[src/rtl/cpu_pkg.sv]
// Shared CPU front-end types and constants: data width, fetch FSM states,
// the instruction buffer entry layout and the word-alignment helper.
package cpu_pkg;

    localparam int XLEN = 32;

    // Value driven on the instruction bus when no instruction is presented.
    localparam logic [XLEN-1:0] ZERO_INSTR = '0;

    // Fetch sequencer states.
    typedef enum logic [1:0] {
        BOOT  = 2'd0,
        RUN   = 2'd1,
        DRAIN = 2'd2
    } fetch_state_e;

    // One instruction buffer entry: the fetched word and the address it came from.
    typedef struct packed {
        logic [XLEN-1:0] pc;
        logic [XLEN-1:0] instr;
    } fetch_entry_t;

    // Force an address onto a 4-byte boundary.
    function automatic logic [XLEN-1:0] word_align(input logic [XLEN-1:0] addr);
        return addr & ~XLEN'(3);
    endfunction

endpackage

[src/rtl/fetch_fifo.sv]
// Instruction buffer for the fetch unit: a DEPTH-entry circular FIFO of
// {pc, instr} entries with a synchronous flush. Pointers and count are reset;
// the storage array is not, since nothing reads it while the count is zero.
module fetch_fifo
    import cpu_pkg::*;
#(
    parameter int DEPTH = 2,
    parameter int CNT_W = $clog2(DEPTH + 1)
) (
    input  logic               clk,
    input  logic               rst_n,
    input  logic               flush,
    input  logic               push,
    input  fetch_entry_t       push_data,
    input  logic               pop,
    output fetch_entry_t       head,
    output logic               not_empty,
    output logic [CNT_W-1:0]   count
);

    localparam int PTR_W = (DEPTH > 1) ? $clog2(DEPTH) : 1;

    fetch_entry_t       mem [DEPTH];
    logic [PTR_W-1:0]   wr_ptr;
    logic [PTR_W-1:0]   rd_ptr;
    logic               full;
    logic               empty;
    logic               do_push;
    logic               do_pop;

    // Advance a pointer around a ring that need not be a power of two long.
    function automatic logic [PTR_W-1:0] ptr_inc(input logic [PTR_W-1:0] p);
        return (p == PTR_W'(DEPTH - 1)) ? '0 : p + PTR_W'(1);
    endfunction

    assign full      = (count == CNT_W'(DEPTH));
    assign empty     = (count == '0);
    // A flush wins over any push/pop arriving in the same cycle.
    assign do_push   = push & ~flush & ~full;
    assign do_pop    = pop & ~flush & ~empty;
    assign head      = mem[rd_ptr];
    assign not_empty = ~empty;

    // Pointer and occupancy bookkeeping, cleared by reset or flush.
    always_ff @(posedge clk or negedge rst_n) begin
        if (!rst_n) begin
            wr_ptr <= '0;
            rd_ptr <= '0;
            count  <= '0;
        end else if (flush) begin
            wr_ptr <= '0;
            rd_ptr <= '0;
            count  <= '0;
        end else begin
            if (do_push) wr_ptr <= ptr_inc(wr_ptr);
            if (do_pop)  rd_ptr <= ptr_inc(rd_ptr);
            case ({do_push, do_pop})
                2'b10:   count <= count + CNT_W'(1);
                2'b01:   count <= count - CNT_W'(1);
                default: count <= count;
            endcase
        end
    end

    // Entry storage, written at the tail on every accepted push.
    always_ff @(posedge clk) begin
        if (do_push) mem[wr_ptr] <= push_data;
    end

endmodule

[src/rtl/fetch_unit.sv]
// Instruction fetch unit. Issues sequential word fetches to an in-order
// instruction memory, buffers returned words with their PCs, and hands them
// to decode over a valid/ready link. A redirect flushes the buffer and
// discards every response still owed for the old path before refetching.
module fetch_unit
    import cpu_pkg::*;
#(
    parameter logic [XLEN-1:0] RESET_PC = 32'h0000_0000,
    parameter int              DEPTH    = 2
) (
    input  logic            clk,
    input  logic            rst_n,
    output logic            imem_req_valid,
    input  logic            imem_req_ready,
    output logic [XLEN-1:0] imem_req_addr,
    input  logic            imem_rsp_valid,
    input  logic [XLEN-1:0] imem_rsp_data,
    output logic            instr_valid,
    input  logic            instr_ready,
    output logic [XLEN-1:0] instr,
    output logic [XLEN-1:0] pc,
    input  logic            redirect_valid,
    input  logic [XLEN-1:0] redirect_pc
);

    localparam int CNT_W = $clog2(DEPTH + 1);
    localparam int SUM_W = CNT_W + 1;

    fetch_state_e       state_q;
    fetch_state_e       state_d;
    logic [XLEN-1:0]    fetch_pc_q;
    logic [XLEN-1:0]    fetch_pc_d;
    logic [XLEN-1:0]    rsp_pc_q;
    logic [XLEN-1:0]    rsp_pc_d;
    logic [CNT_W-1:0]   inflight_q;
    logic [CNT_W-1:0]   inflight_d;
    logic [CNT_W-1:0]   drop_q;
    logic [CNT_W-1:0]   drop_d;
    logic [CNT_W-1:0]   occupancy;
    logic [SUM_W-1:0]   pending;
    logic               has_room;
    logic               req_fire;
    logic               instr_fire;
    logic               rsp_drop;
    logic               rsp_keep;
    logic               head_valid;
    fetch_entry_t       head_entry;
    fetch_entry_t       push_entry;

    // Requests outstanding at memory plus words already buffered; capped at DEPTH.
    assign pending    = SUM_W'(inflight_q) + SUM_W'(occupancy);
    assign has_room   = (pending < SUM_W'(DEPTH));
    assign req_fire   = imem_req_valid & imem_req_ready;
    assign instr_fire = instr_valid & instr_ready;
    // Responses in a redirect cycle or while old-path responses are owed are stale.
    assign rsp_drop   = imem_rsp_valid & (redirect_valid | (drop_q != '0));
    assign rsp_keep   = imem_rsp_valid & ~rsp_drop;

    assign imem_req_addr = fetch_pc_q;

    // Kept responses always belong to the current path, which is contiguous
    // from the last redirect target, so their PC is tracked by rsp_pc_q.
    assign push_entry.pc    = rsp_pc_q;
    assign push_entry.instr = imem_rsp_data;

    fetch_fifo #(
        .DEPTH (DEPTH),
        .CNT_W (CNT_W)
    ) u_fifo (
        .clk       (clk),
        .rst_n     (rst_n),
        .flush     (redirect_valid),
        .push      (rsp_keep),
        .push_data (push_entry),
        .pop       (instr_fire),
        .head      (head_entry),
        .not_empty (head_valid),
        .count     (occupancy)
    );

    // Decode-side outputs are forced to zero whenever no entry is presented.
    assign instr_valid = head_valid;
    assign instr       = head_valid ? head_entry.instr : ZERO_INSTR;
    assign pc          = head_valid ? head_entry.pc    : '0;

    // FSM state register.
    always_ff @(posedge clk or negedge rst_n) begin
        if (!rst_n) state_q <= BOOT;
        else        state_q <= state_d;
    end

    // FSM next-state: BOOT lasts one cycle; redirect picks DRAIN only if stale responses are owed.
    always_comb begin
        state_d = state_q;
        case (state_q)
            BOOT: state_d = RUN;
            RUN: begin
                if (redirect_valid) state_d = (drop_d != '0) ? DRAIN : RUN;
            end
            DRAIN: begin
                if (redirect_valid)     state_d = (drop_d != '0) ? DRAIN : RUN;
                else if (drop_d == '0)  state_d = RUN;
            end
            default: state_d = BOOT;
        endcase
    end

    // FSM outputs: request only in RUN, never alongside a redirect, and only with room.
    always_comb begin
        imem_req_valid = 1'b0;
        if ((state_q == RUN) && !redirect_valid && has_room) imem_req_valid = 1'b1;
    end

    // Next values for fetch/response PCs and the in-flight and drop counters.
    always_comb begin
        inflight_d = inflight_q + CNT_W'(req_fire) - CNT_W'(imem_rsp_valid);

        drop_d = drop_q;
        if (redirect_valid)  drop_d = inflight_d;
        else if (rsp_drop)   drop_d = drop_q - CNT_W'(1);

        fetch_pc_d = fetch_pc_q;
        if (redirect_valid)  fetch_pc_d = word_align(redirect_pc);
        else if (req_fire)   fetch_pc_d = fetch_pc_q + XLEN'(4);

        rsp_pc_d = rsp_pc_q;
        if (redirect_valid)  rsp_pc_d = word_align(redirect_pc);
        else if (rsp_keep)   rsp_pc_d = rsp_pc_q + XLEN'(4);
    end

    // Fetch bookkeeping registers; reset aborts all outstanding fetches.
    always_ff @(posedge clk or negedge rst_n) begin
        if (!rst_n) begin
            fetch_pc_q <= RESET_PC;
            rsp_pc_q   <= RESET_PC;
            inflight_q <= '0;
            drop_q     <= '0;
        end else begin
            fetch_pc_q <= fetch_pc_d;
            rsp_pc_q   <= rsp_pc_d;
            inflight_q <= inflight_d;
            drop_q     <= drop_d;
        end
    end

    // A response can only answer an outstanding request.
    a_rsp_has_req: assert property (@(posedge clk) disable iff (!rst_n)
        imem_rsp_valid |-> (inflight_q != '0));

    // Outstanding plus buffered work never exceeds the buffer size.
    a_no_overcommit: assert property (@(posedge clk) disable iff (!rst_n)
        pending <= SUM_W'(DEPTH));

endmodule

[config.mk]
export PLATFORM = sky130hd
export DESIGN_NAME = fetch_unit
export DESIGN_NICKNAME = d
export VERILOG_FILES = /design/src/rtl/cpu_pkg.sv /design/src/rtl/fetch_fifo.sv /design/src/rtl/fetch_unit.sv
export SDC_FILE = /design/constraint.sdc
export NUM_CORES = 1
export LEC_CHECK = 0
export CORE_UTILIZATION = 30
export CTS_BUF_LIST = sky130_fd_sc_hd__clkbuf_2 sky130_fd_sc_hd__clkbuf_4 sky130_fd_sc_hd__clkbuf_8
export DETAILED_ROUTE_END_ITERATION = 12
export PLACE_DENSITY = 0.62
export SLEW_MARGIN = 40
export SYNTH_ARGS = -nofsm -noshare
export SYNTH_HDL_FRONTEND = slang
export SYNTH_SLANG_ARGS = --single-unit
[constraint.sdc]
create_clock -name clk -period 13.9 [get_ports clk]
set_input_delay 3.475 -clock clk [delete_from_list [all_inputs] [get_ports clk]]
set_output_delay 3.475 -clock clk [all_outputs]
set_load 0.005 [all_outputs]
## Word-level counts from Yosys, hierarchy flattened

Memories as Yosys holds them, arrays and structs flattened.
Index checks and enable logic that the tools add are counted.

- Order comparisons: 1
- Reductions and logical operators: 14
- Multiplexer cells: 24
- Bitwise operators: 13
- Div/mod/pow operators: 0
- Equality and inequality tests: 7
- $add $sub $neg: 10
- Shifts and indexed selects: 0
- $mul: 0

Operators with widths:

| kind | count |
|---|---|
| 32-bit two-way mux | 6 |
| 32-bit by 3-bit adder with 32-bit output (second input constant) | 2 |
| 2-bit two-way mux | 7 |
| 2-bit nonzero test | 6 |
| 1-bit two-way mux | 9 |
| 1-bit AND | 8 |
| 2-bit == test (second input constant) | 3 |
| 2-bit logical NOT | 3 |
| 2-bit case mux with 3 select lines | 1 |
| 2-bit by 1-bit == test with 1-bit output (second input constant) | 2 |
| 1-bit NOT | 4 |
| 2-bit case mux with 2 select lines | 1 |
| 2-bit by 1-bit subtractor with 2-bit output (second input constant) | 2 |
| 2-bit by 2-bit adder with 3-bit output | 1 |
| 3-bit by 2-bit less-than comparator with 1-bit output (second input constant) | 1 |
| 3-bit inequality test (second input constant) | 1 |
| 3-bit nonzero test | 1 |
| 1-bit adder (second input constant) | 2 |
| 2-bit by 1-bit adder with 2-bit output | 1 |
| 2-bit by 1-bit adder with 2-bit output (second input constant) | 1 |
| 1-bit logical AND | 2 |
| 2-bit inequality test (second input constant) | 1 |
| 2-bit AND reduction | 1 |
| 2-bit by 1-bit subtractor with 2-bit output | 1 |
| other kinds (2) | 2 |

- Register bits after elaboration: 74
- Output and inout bits: 98
- Word-level logic and storage cells: 78
- ROM bits: 0
- Memories kept: 1
- RAM bits: 128
- Input port bits: 70
- Bits in latches: 0

Memories:

| name | depth | bits a word | rd ports | clocked after Yosys merged registers in | write ports | line | source |
|---|---|---|---|---|---|---|---|
| u_fifo.mem | 2 | 64 | 1 | 0 | 1 | fetch_fifo.sv:23 | `fetch_entry_t mem [DEPTH];` |

## Depth between registers and ports, before layout

Gate-level depths: netlist (run 1).

- Word-level depth: 12
- Mapped depth: 14
- Mapped depth without buffers: 13

## Hierarchy

Synthesis (run 1) repeated with hierarchy kept, for this count alone.

- Cells, all modules: 695
- Area, all modules: 9,117.5 um^2

Modules (own cells, without submodules):

| module | area an instance (um^2) | instances | cells each | sequential area each (um^2) |
|---|---|---|---|---|
| fetch_fifo | 4,845.9 | 1 | 225 | 3,943.8 |
| fetch_unit | 4,271.6 | 1 | 470 | 1,651.6 |

## Worst setup path before layout (run 1)

No wires, ideal clock.

- Path type: input-to-reg
- From: in redirect_valid
- To: mem u_fifo.mem[1][0] (netlist bit) (enable)
- Path buffers: 3
- Setup slack: 4,761 ps
- Data arrival time: 8,567 ps
- Stages: 4
- Setup time: 571 ps
- Required time: 13,329 ps
- Cells stage by stage: buf_6 -> clkbuf_1 -> clkbuf_1 -> nor3b_1

- Word-level cells in the longest chain between the ends: 8
- Elaborated cells on any way between the ends: 9
- Classes of those cells: mux: 2; bitwise: 7

Ends and longest elaborated chain:

| element | line | source |
|---|---|---|
| start: declaration | fetch_unit.sv:22 | `input logic redirect_valid,` |
| 1-bit bitwise OR | fetch_unit.sv:56 | `assign rsp_drop = imem_rsp_valid & (redirect_valid \| (drop_q != '0));` |
| 1-bit AND | fetch_unit.sv:56 |  |
| 1-bit NOT | fetch_unit.sv:57 | `assign rsp_keep = imem_rsp_valid & ~rsp_drop;` |
| 1-bit AND | fetch_unit.sv:57 |  |
| 1-bit AND (*) (2 in a row) | fetch_fifo.sv:39 | `assign do_push = push & ~flush & ~full;` |
| 1-bit two-way mux (*) | fetch_fifo.sv:67 | `if (do_push) mem[wr_ptr] <= push_data;` |
| 1-bit two-way mux (implied by the code) (*) | fetch_fifo.sv:67 |  |
| end: declaration | fetch_fifo.sv:23 |  |

Every way passes the cells marked *; elsewhere a longest branch is shown, timed or not.

## Final worst setup path (run 1)

- From: in redirect_valid
- To: out imem_req_valid

- Word-level cells in the longest chain between the ends: 4

Ends and longest elaborated chain:

| element | line | source |
|---|---|---|
| 1-bit logical NOT | fetch_unit.sv:111 | `if ((state_q == RUN) && !redirect_valid && has_room) imem_req_valid = 1'b1;` |
| 1-bit logical AND (2 in a row) | fetch_unit.sv:111 |  |
| 1-bit two-way mux | fetch_unit.sv:111 |  |
| end: declaration | fetch_unit.sv:13 | `output logic imem_req_valid,` |

No other way between the ends.

==> impl_summary.log, run 1 <==
[metrics] outcome: completed
[metrics] Clock Pin Slew Worst Setup and Hold Paths: around 100 ps
[metrics] ratio of cells with drive above 1 in the final layout: around 7.8%
[metrics] row count: 61
[metrics] clock sink count: 194
[metrics] cell at the root of the clock tree: clkbuf_8
[metrics] wire length of the first global-routing pass: 31.4 mm
[metrics] number of I/O pins: 168
[metrics] portion of the clock cycle consumed by the worst path in the final layout: between 50% and 60%
[metrics] average routed wire per standard cell: about 17 µm
[metrics] worst path arrival time: approximately 4400 ps
[metrics] setup slack after layout: 6080 ps
[metrics] total vias in the final route: ~5900
[metrics] Leakage: about 3.8 nW
[metrics] transition time at the pin with the least slew margin: just over 800 ps
[metrics] peak fanout along the critical path: 2
[metrics] H-tree lvl count: 4
[metrics] overall fraction of global-route tracks in use: roughly 14%
[metrics] global-route congestion overflow total: 0
[metrics] Core Region: around 0.028 mm²
[metrics] Antenna Violating Nets Remaining: 0
[metrics] category of the critical setup timing path: in -> out
[metrics] Post-DP Area: ~0.011 mm²
[metrics] FF-to-FF path depth: 13
[metrics] maximum operating frequency: between 0.1 and 0.15 GHz
[metrics] starting density of the core: between 30% and 40%
[metrics] hold crit path type: reg -> reg
[metrics] Post-Route Skew: around 15 ps
[metrics] initial antenna violation count: 0
[metrics] EDFF count, synth: approximately 120
[metrics] final slew viol count: 0
[metrics] clock tree from TritonCTS: built
[metrics] crit end category: output port
[metrics] placed cells: 1210
[metrics] number of non-filler instances in the completed layout: ~1200
[metrics] hold-fix buffers at CTS: 0
[metrics] highest-count cells in the layout ignoring fill and taps: 159 x clkdlybuf4s50_1, 124 x edfxtp_1, 84 x nor2_1, 69 x dfrtp_1, 66 x mux2i_1
[metrics] count of maximum capacitance violations: 0
[metrics] register area share after synthesis: between 60% and 70%
[metrics] Die X: between 150 and 200 µm
[metrics] setup total negative slack: 0 ps
[metrics] critical path data required time: between 10000 and 15000 ps
[metrics] proportion of register bits with asynchronous set or reset after synthesis: 36.1%
[metrics] number of DRC markers after the initial detailed-route iteration: 356
[metrics] Final setup violation count: 0
[metrics] quantity of gates resized following cts: 0
[metrics] commonest non-fill, non-tap cell in the layout: clkdlybuf4s50_1
[metrics] total iterations of the first detailed-routing run: 4
[metrics] clk_lat worst skew: 460 ps
[metrics] Die H: 172 µm
[metrics] number of buffers created by CTS: 17
[metrics] gate count after technology mapping: roughly 700
[metrics] largest net degree at the start of global routing: 71
[metrics] Post-DP HPWL: 13.9 mm
[metrics] min cycle time layout: 7820 ps
[metrics] synthesis-stage register bit count: 194
[metrics] routability-driven placement congestion ratio: between 0.7 and 0.8
[metrics] setup repair after global routing missed its margin: no
[metrics] category of the worst setup path launch point: input port
[metrics] final instance area: between 0.01 and 0.015 mm²
[metrics] worst hold slack after final layout: 489 ps
[metrics] worst-case headroom to the max-slew limit: between 40 and 50%
[metrics] Synth cell types: 50
[metrics] Diodes inserted: 0
[metrics] pre-CTS setup slack: a little over 6000 ps
[metrics] port buffer count: ~160
[metrics] average cell area after synthesis: between 10 and 15 µm²
[metrics] prevailing post-synth register cell: edfxtp_1
[metrics] PD cells: about 120 mW/mm²
[metrics] vias per cell: about 4.8
[metrics] number of design rule violations left after detail routing: 0
[metrics] # nets final: 927
[metrics] aggregate routed wire length: approximately 21 mm
[metrics] Final Hold Viols: 0
[metrics] vias in the first global route: between 5000 and 6000
[metrics] Post-Syn Area: slightly below 0.009 mm²
[metrics] DIE AREA: ~0.030 mm²
[metrics] warnings from Yosys: 0
[metrics] maximum ir drop on the vdd rail: 66.8 µV
[metrics] # Post-CTS Setup Buffers: 0
[metrics] area grow syn2layout: 27.3%
[metrics] Clock Path Buffers: 2
[metrics] Hold Path Cell Cnt: 1
Yosys cell counts, drive strengths merged, types with 4 or more instances:
cell | instances | area [µm²]
nand4 | 18 | 125
xor2 | 11 | 96.3
and3 | 8 | 50.1
nor2 | 86 | 339
edfxtp | 124 | 3720
buf | 17 | 100
xnor2 | 33 | 289
dfrtp | 70 | 1750
o211ai | 11 | 82.6
nand2 | 45 | 169
and4 | 5 | 43.8
o21ai | 30 | 150
mux2 | 16 | 180
nor4 | 13 | 87.6
clkbuf | 21 | 78.8
a21oi | 12 | 60.1
nor3 | 19 | 106
nand3 | 25 | 125
nand2b | 6 | 37.5
nor3b | 4 | 30.0
inv | 20 | 77.6
ha | 5 | 62.6
and2 | 4 | 25.0
mux2i | 66 | 661
critical path, cell delays in order:
cell             delay, ps
buf_2                  110
nor4_1                 220
clkdlybuf4s50_1        550
state kept, by name (all words and copies together), names as in the netlist:
signal and count:
u_fifo.mem 124, imem_req_addr 30, rsp_pc_q 30, drop_q 2, inflight_q 2, state_q 2, u_fifo.count 2, u_fifo.rd_ptr 1
u_fifo.wr_ptr 1
path summary, 6_finish.rpt:
check | slack [ps] | end | from
worst max-delay path | 6080 | imem_req_valid | redirect_valid
worst min-delay path | 490 | state_q[0] | state_q[0]
worst max register to register | 10310 | state_q[0] | u_fifo.count[0]
worst min register to register | 490 | state_q[0] | state_q[0]
max in group asynchronous | 10240 | u_fifo.rd_ptr | rst_n
min in group asynchronous | 3110 | imem_req_addr[17] | rst_n
layer usage:
| layer | part of all wire [%] | routed length (µm) | vias to the layer above | track usage [%] |
|---|---|---|---|---|
| met5 | 0 | 0 | - | 0 |
| met4 | 1.3 | 270 | 0 | 3.85 |
| li1 | - | - | 2827 | - |
| met1 | 48 | 9860 | 2866 | 19.9 |
| met2 | 44 | 9090 | 206 | 21.2 |
| met3 | 7.2 | 1500 | 20 | 3.48 |
metrics by stage:
stage               total power (W)  utilization [%]
floorplan                  0.000889                -
global placement            0.00103             37.9
detailed placement          0.00103             37.9
CTS                         0.00140             39.3
global route                0.00145             39.3
finish                      0.00138             39.3
final cells by class:
| cell class | count | area (µm²) |
|---|---|---|
| multi-input combinational | 449 | 2990 |
| clock buffer | 17 | 234 |
| timing repair buffer | 168 | 1670 |
| sequential | 194 | 5480 |
| inverter | 21 | 81.3 |
| tap | 378 | 473 |
| fill | 2661 | 17100 |
| clock inverter | 15 | 149 |
report_power, final:
| group | switching (W) | leakage [nW] | total (W) | internal (W) |
|---|---|---|---|---|
| registers | 0.0000540 | 1.96 | 0.000729 | 0.000675 |
| logic | 0.000140 | 1.63 | 0.000287 | 0.000147 |
| clock network | 0.000215 | 0.192 | 0.000362 | 0.000147 |
kinds of logic (layout without fill, tap and decap cells):
| kind of cell | after synthesis | count (layout) | synth area share [%] |
|---|---|---|---|
| xor gates and xnor gates | 44 | 44 | 4.43 |
| muxes | 82 | 82 | 9.67 |
| AOI/OAI and AO/OA | 69 | 69 | 4.82 |
| DFF | 194 | 194 | 63.0 |
| and+or+nand+nor | 244 | 244 | 14.1 |
| buffers and inverters | 59 | 221 | 2.99 |
| adders and majority gates | 6 | 6 | 0.950 |
| other | 1 | 4 | 0.0431 |
No activity file was read; power rests on OpenSTA's default activity.
==> run 2: changes to the inputs <==
==> constraint.sdc (replaced) <==
create_clock -name clk -period 7.9 [get_ports clk]
set_input_delay 1.975 -clock clk [delete_from_list [all_inputs] [get_ports clk]]
set_output_delay 1.975 -clock clk [all_outputs]
set_load 0.005 [all_outputs]
==> run 2 against run 1 <==
  * Power grew 77%
  * Sequential share of layout area shrank 0.10 points
  * Sequential cell count is the same
  * Clock power grew 81%
  * Combinational power grew 78%
  * Register-to-register slack lost 6000 ps
  * Clock skew grew 1.4 ps
  * Largest cell class unchanged
==> impl_summary.log, run 2 (synthesis results as in run 1) <==
[metrics] number of buffers created by CTS: 17 (unchanged)
[metrics] cell at the root of the clock tree: clkbuf_8
[metrics] port buffer count: 161 (unchanged)
[metrics] clk_lat worst skew: 460 ps (about the same)
[metrics] largest net degree at the start of global routing: 71 (unchanged)
[metrics] Clock Pin Slew Worst Setup and Hold Paths: 110 ps (about the same)
[metrics] Post-DP Area: 0.0107 mm² (unchanged)
[metrics] total iterations of the first detailed-routing run: 5 (+1)
[metrics] setup repair after global routing missed its margin: no
[metrics] routability-driven placement congestion ratio: 0.790 (-0.80%)
[metrics] crit end category: output port
[metrics] Final setup violation count: 0 (unchanged)
[metrics] # nets final: 927 (unchanged)
[metrics] pre-CTS setup slack: 2970 ps (-3090 ps)
[metrics] setup total negative slack: 0 ps (unchanged)
[metrics] number of design rule violations left after detail routing: 0 (unchanged)
[metrics] global-route congestion overflow total: 0 (unchanged)
[metrics] total vias in the final route: 5860 (-1.0%)
[metrics] final instance area: 0.0111 mm² (+0.20%)
[metrics] vias in the first global route: 5596 (+0.81%)
[metrics] worst-case headroom to the max-slew limit: 45.6% (+1.3 points)
[metrics] overall fraction of global-route tracks in use: 14.2% (+0.13 points)
[metrics] quantity of gates resized following cts: 0 (unchanged)
[metrics] Post-DP HPWL: 13.8 mm (-0.25%)
[metrics] flip-flop count of the largest register after layout: 124 (unchanged)
[metrics] hold-fix buffers at CTS: 0 (unchanged)
[metrics] row count: 61 (unchanged)
[metrics] worst path arrival time: 2840 ps (-1510 ps)
[metrics] critical path data required time: 5930 ps (-4500 ps)
[metrics] outcome: completed
[metrics] Hold Startpoint: state_q[1]
[metrics] wire length of the first global-routing pass: 31.7 mm (+1.1%)
[metrics] Core Region: 0.0282 mm² (unchanged)
[metrics] Leakage: 3.79 nW (+0.28%)
[metrics] maximum operating frequency: a little over 0.2 GHz
[metrics] category of the critical setup timing path: in -> out
[metrics] register bank with the most flops: u_fifo.mem
[metrics] critical path launch point: redirect_valid
[metrics] Die H: 172 µm (unchanged)
[metrics] PD cells: 221 mW/mm² (+77%)
[metrics] vias per cell: 4.72 (-1.0%)
[metrics] DIE AREA: 0.0297 mm² (unchanged)
[metrics] transition time at the pin with the least slew margin: 808 ps (-18.8 ps)
[metrics] Antenna Violating Nets Remaining: 0 (unchanged)
[metrics] starting density of the core: 30.9% (unchanged)
[metrics] final slew viol count: 0 (unchanged)
[metrics] highest-count cells in the layout ignoring fill and taps: 159 x clkdlybuf4s50_1, 124 x edfxtp_1, 84 x nor2_1, 69 x dfrtp_1, 66 x mux2i_1
[metrics] Post-Route Skew: 16.1 ps (+1.40 ps)
[metrics] clock sink count: 194 (unchanged)
[metrics] clock tree from TritonCTS: built
[metrics] setup slack after layout: 3090 ps (-2990 ps)
[metrics] number of I/O pins: 168 (unchanged)
[metrics] peak fanout along the critical path: 2 (unchanged)
[metrics] Diodes inserted: 0 (unchanged)
[metrics] Die X: 172 µm (unchanged)
[metrics] commonest non-fill, non-tap cell in the layout: clkdlybuf4s50_1
[metrics] H-tree lvl count: 4 (unchanged)
[metrics] Final Hold Viols: 0 (unchanged)
[metrics] number of DRC markers after the initial detailed-route iteration: 308 (-13%)
[metrics] average routed wire per standard cell: 16.7 µm (+0.18%)
[metrics] area grow syn2layout: 27.6%
[metrics] category of the worst setup path launch point: input port
[metrics] Worst R2R Start: u_fifo.count[0]
[metrics] hold crit path type: reg -> reg
[metrics] initial antenna violation count: 0 (unchanged)
[metrics] # Post-CTS Setup Buffers: 0 (unchanged)
[metrics] min cycle time layout: roughly 4800 ps
[metrics] aggregate routed wire length: 20.8 mm (+0.18%)
[metrics] Clock Path Buffers: 2 (unchanged)
[metrics] ratio of cells with drive above 1 in the final layout: 7.99% (+0.23 points)
[metrics] portion of the clock cycle consumed by the worst path in the final layout: 60.9%
[metrics] maximum ir drop on the vdd rail: 111 µV (+67%)
[metrics] count of maximum capacitance violations: 0 (unchanged)
==> run 2: area by class of cell <==
class / count / area (µm²)
flip-flops and latches: 194 / 5480
fillers: 2663 / 17100
inverters: 21 / 81.3
multi-input cells: 449 / 2990
well taps: 378 / 473
clock inverters: 13 / 144
clock buffers: 19 / 262
repair buffers: 168 / 1670
==> run 2: worst max-delay path, cell delays in order <==
cell	delay, ps
buf_2	100
nor4_1	210
clkdlybuf4s50_1	550
==> run 2: worst paths after layout <==
kind | to | slack (ps) | cells past startpoint
max | imem_req_valid | 3090 | 3
min | state_q[0] | 490 | 1
max reg2reg | state_q[0] | 4270 | 13
min reg2reg | state_q[0] | 490 | 1
max in group asynchronous | u_fifo.rd_ptr | 5750 | 2
min in group asynchronous | imem_req_addr[19] | 1610 | 2
==> run 2: power by group <==
group	total, W	switching (W)	leakage [nW]	internal (W)
combinational	0.000510	0.000251	1.63	0.000259
clock	0.000655	0.000377	0.203	0.000278
sequential	0.00128	0.0000930	1.96	0.00119
total	0.00245	0.000721	3.79	0.00172
==> run 2: per-layer routing <==
metal	part of all wire, %	routed length, µm	vias to the layer above	GRT usage (%)
li1	-	-	2825	-
met1	48	9970	2842	20.4
met3	6.8	1420	10	3.91
met5	0	0	-	0
met4	0.82	171	0	3.35
met2	44	9200	183	21.0
==> run 2: through the flow <==
step	hold WS [ps]	cells	util, %	total power [W]
3_5_place_dp	485	1210	37.9	0.00182
6_report	492	1242	39.4	0.00245
5_1_grt	510	1242	39.4	0.00258
2_1_floorplan	455	702	-	0.00156
4_1_cts	500	1242	39.4	0.00248
3_3_place_gp	472	1210	37.9	0.00181
==> run 3: changes to the inputs <==
==> constraint.sdc (replaced) <==
create_clock -name clk -period 4.9 [get_ports clk]
set_input_delay 1.225 -clock clk [delete_from_list [all_inputs] [get_ports clk]]
set_output_delay 1.225 -clock clk [all_outputs]
set_load 0.005 [all_outputs]
==> run 3 against run 2 <==
  * Die area unchanged
  * Global-route usage up 0.24 points
  * Critical path depth up 1
  * Count of clock-buffer cells in the layout down 2
  * Cell count about the same
  * Clock power up 62%
  * Non-clock buffer count up 1
  * First-iteration DRC count down 7.5%
  * Sequential share of layout area down 0.20 points
  * Critical endpoint is now pc[23]
==> impl_summary.log, run 3 (synthesis results as in run 1) <==
[metrics] power share of the combinational group: 20.9% (about the same)
[metrics] Antenna Violating Nets Remaining: 0 (unchanged)
[metrics] clk_lat worst skew: 470 ps (about the same)
[metrics] Post-DP HPWL: 14.2 mm (+2.7%)
[metrics] DIE AREA: 0.0297 mm² (unchanged)
[metrics] number of I/O pins: 168 (unchanged)
[metrics] total vias in the final route: 5904 (+0.75%)
[metrics] power spent charging and discharging nets: 0.00119 W (+65%)
[metrics] cell at the root of the clock tree: clkbuf_8
[metrics] quantity of gates resized following cts: 0 (unchanged)
[metrics] final instance area: 0.0111 mm² (+0.41%)
[metrics] number of non-filler instances in the completed layout: 1243 (+0.081%)
[metrics] Post-DP Area: 0.0107 mm² (+0.49%)
[metrics] relative contribution of the clock network to total power: 26.8% (about the same)
[metrics] Hold Path Cell Cnt: 1 (unchanged)
[metrics] number of DRC markers after the initial detailed-route iteration: 285 (-7.5%)
[metrics] largest net degree at the start of global routing: 63 (-11%)
[metrics] crit end category: output port
[metrics] pre-CTS setup slack: 1110 ps (-1860 ps)
[metrics] Die X: 172 µm (unchanged)
[metrics] transition time at the pin with the least slew margin: 708 ps (-99.6 ps)
[metrics] Final setup violation count: 0 (unchanged)
[metrics] average routed wire per standard cell: 17.0 µm (+1.5%)
[metrics] # nets final: 928 (+0.11%)
[metrics] wire length of the first global-routing pass: 32.0 mm (+0.83%)
[metrics] initial antenna violation count: 0 (unchanged)
[metrics] FF-to-FF path depth: 13 (unchanged)
[metrics] Final Hold Viols: 0 (unchanged)
[metrics] final slew viol count: 0 (unchanged)
[metrics] Post-Route Skew: 24.7 ps (+8.64 ps)
[metrics] portion of the clock cycle consumed by the worst path in the final layout: about three quarters
[metrics] setup total negative slack: 0 ps (unchanged)
[metrics] overall fraction of global-route tracks in use: 14.4% (+0.24 points)
[metrics] clock sink count: 194 (unchanged)
[metrics] starting density of the core: 30.9% (unchanged)
[metrics] proportion of total power due to net switching: 30.1% (+0.65 points)
[metrics] placed cells: 1211 (+0.083%)
[metrics] category of the critical setup timing path: reg -> out
[metrics] H-tree lvl count: 4 (unchanged)
[metrics] routability-driven placement congestion ratio: 0.802 (+1.5%)
[metrics] sequential cell fraction of total power: 52.3% (about the same)
[metrics] aggregate routed wire length: 21.1 mm (+1.6%)
[metrics] row count: 61 (unchanged)
[metrics] count of maximum capacitance violations: 0 (unchanged)
[metrics] ratio of cells with drive above 1 in the final layout: 8.21% (+0.22 points)
[metrics] setup slack after layout: 1170 ps (-1910 ps)
[metrics] category of the worst setup path launch point: flip-flop
[metrics] highest-count cells in the layout ignoring fill and taps: 159 x clkdlybuf4s50_1, 124 x edfxtp_1, 84 x nor2_1, 69 x dfrtp_1, 66 x mux2i_1
[metrics] worst path arrival time: 2500 ps (-340 ps)
[metrics] total iterations of the first detailed-routing run: 4 (-1)
[metrics] clock tree from TritonCTS: built
[metrics] vias in the first global route: 5556 (-0.71%)
[metrics] maximum operating frequency: 0.268 GHz
[metrics] commonest non-fill, non-tap cell in the layout: clkdlybuf4s50_1
[metrics] Leakage: 3.80 nW (+0.30%)
[metrics] Core Region: 0.0282 mm² (unchanged)
[metrics] # Post-CTS Setup Buffers: 0 (unchanged)
[metrics] area grow syn2layout: 28.1%
[metrics] Die H: 172 µm (unchanged)
[metrics] port buffer count: 161 (unchanged)
[metrics] worst hold slack after final layout: 497 ps (+4.87 ps)
[metrics] hold crit path type: reg -> reg
[metrics] number of design rule violations left after detail routing: 0 (unchanged)
[metrics] Clock Path Buffers: 2 (unchanged)
[metrics] outcome: completed
[metrics] PD cells: 356 mW/mm² (+61%)
[metrics] critical path data required time: 3670 ps (-2260 ps)
[metrics] internal power of the cells: 0.00277 W (+60%)
[metrics] vias per cell: 4.75 (+0.67%)
[metrics] maximum ir drop on the vdd rail: 162 µV (+45%)
[metrics] Clock Pin Slew Worst Setup and Hold Paths: 110 ps (about the same)
[metrics] flip-flop count of the largest register after layout: 124 (unchanged)
[metrics] hold-fix buffers at CTS: 0 (unchanged)
[metrics] setup repair after global routing missed its margin: no
[metrics] worst-case headroom to the max-slew limit: 52.6% (+7.0 points)
[metrics] number of buffers created by CTS: 17 (unchanged)
[metrics] peak fanout along the critical path: 54 (+52)
[metrics] min cycle time layout: about 3700 ps
[metrics] Diodes inserted: 0 (unchanged)
[metrics] register bank with the most flops: u_fifo.mem
[metrics] global-route congestion overflow total: 0 (unchanged)
-- run 3: worst paths after layout --
kind | from | to | slack [ps]
max reg2reg | u_fifo.count[0] | state_q[0] | 1610
min in group asynchronous | rst_n | imem_req_addr[4] | 780
min | state_q[1] | state_q[0] | 500
max | u_fifo.count[1] | pc[23] | 1170
min reg2reg | state_q[1] | state_q[0] | 500
max in group asynchronous | rst_n | u_fifo.count[0] | 3040
-- run 3: worst max-delay path: stages, from the launching register on --
cell and delay (ps):
dfrtp_1 470, nor2_4 310, buf_4 580, nor2_1 110, clkdlybuf4s50_1 560
-- run 3: final cells by class --
| type | instances | area (µm²) |
|---|---|---|
| fillers | 2673 | 17000 |
| flip-flops and latches | 194 | 5480 |
| multi-input cells | 449 | 3000 |
| repair buffers | 169 | 1700 |
| well taps | 378 | 473 |
| clock buffers | 17 | 234 |
| clock inverters | 15 | 164 |
| inverters | 21 | 81.3 |
-- run 3: routing by layer --
metal | GRT usage [%] | part of all wire [%]
met5 | 0 | 0
met4 | 3.81 | 0.88
met3 | 2.70 | 5.8
met2 | 22.2 | 44
met1 | 20.7 | 49
-- run 3: power groups by stage --
stage | Sequential (W) | Clock (W) | Combinational (W)
2_1_floorplan | 0.00205 | 0 | 0.000470
3_3_place_gp | 0.00210 | 0 | 0.000828
3_5_place_dp | 0.00210 | 0 | 0.000840
4_1_cts | 0.00207 | 0.00110 | 0.000846
5_1_grt | 0.00209 | 0.00117 | 0.000916
6_report | 0.00207 | 0.00106 | 0.000829
-- run 3: metrics by stage --
stage	utilization, %	power, W
4_1_cts	39.5	0.00402
3_5_place_dp	38.1	0.00294
3_3_place_gp	38.1	0.00293
6_report	39.5	0.00396
2_1_floorplan	-	0.00252
5_1_grt	39.5	0.00418
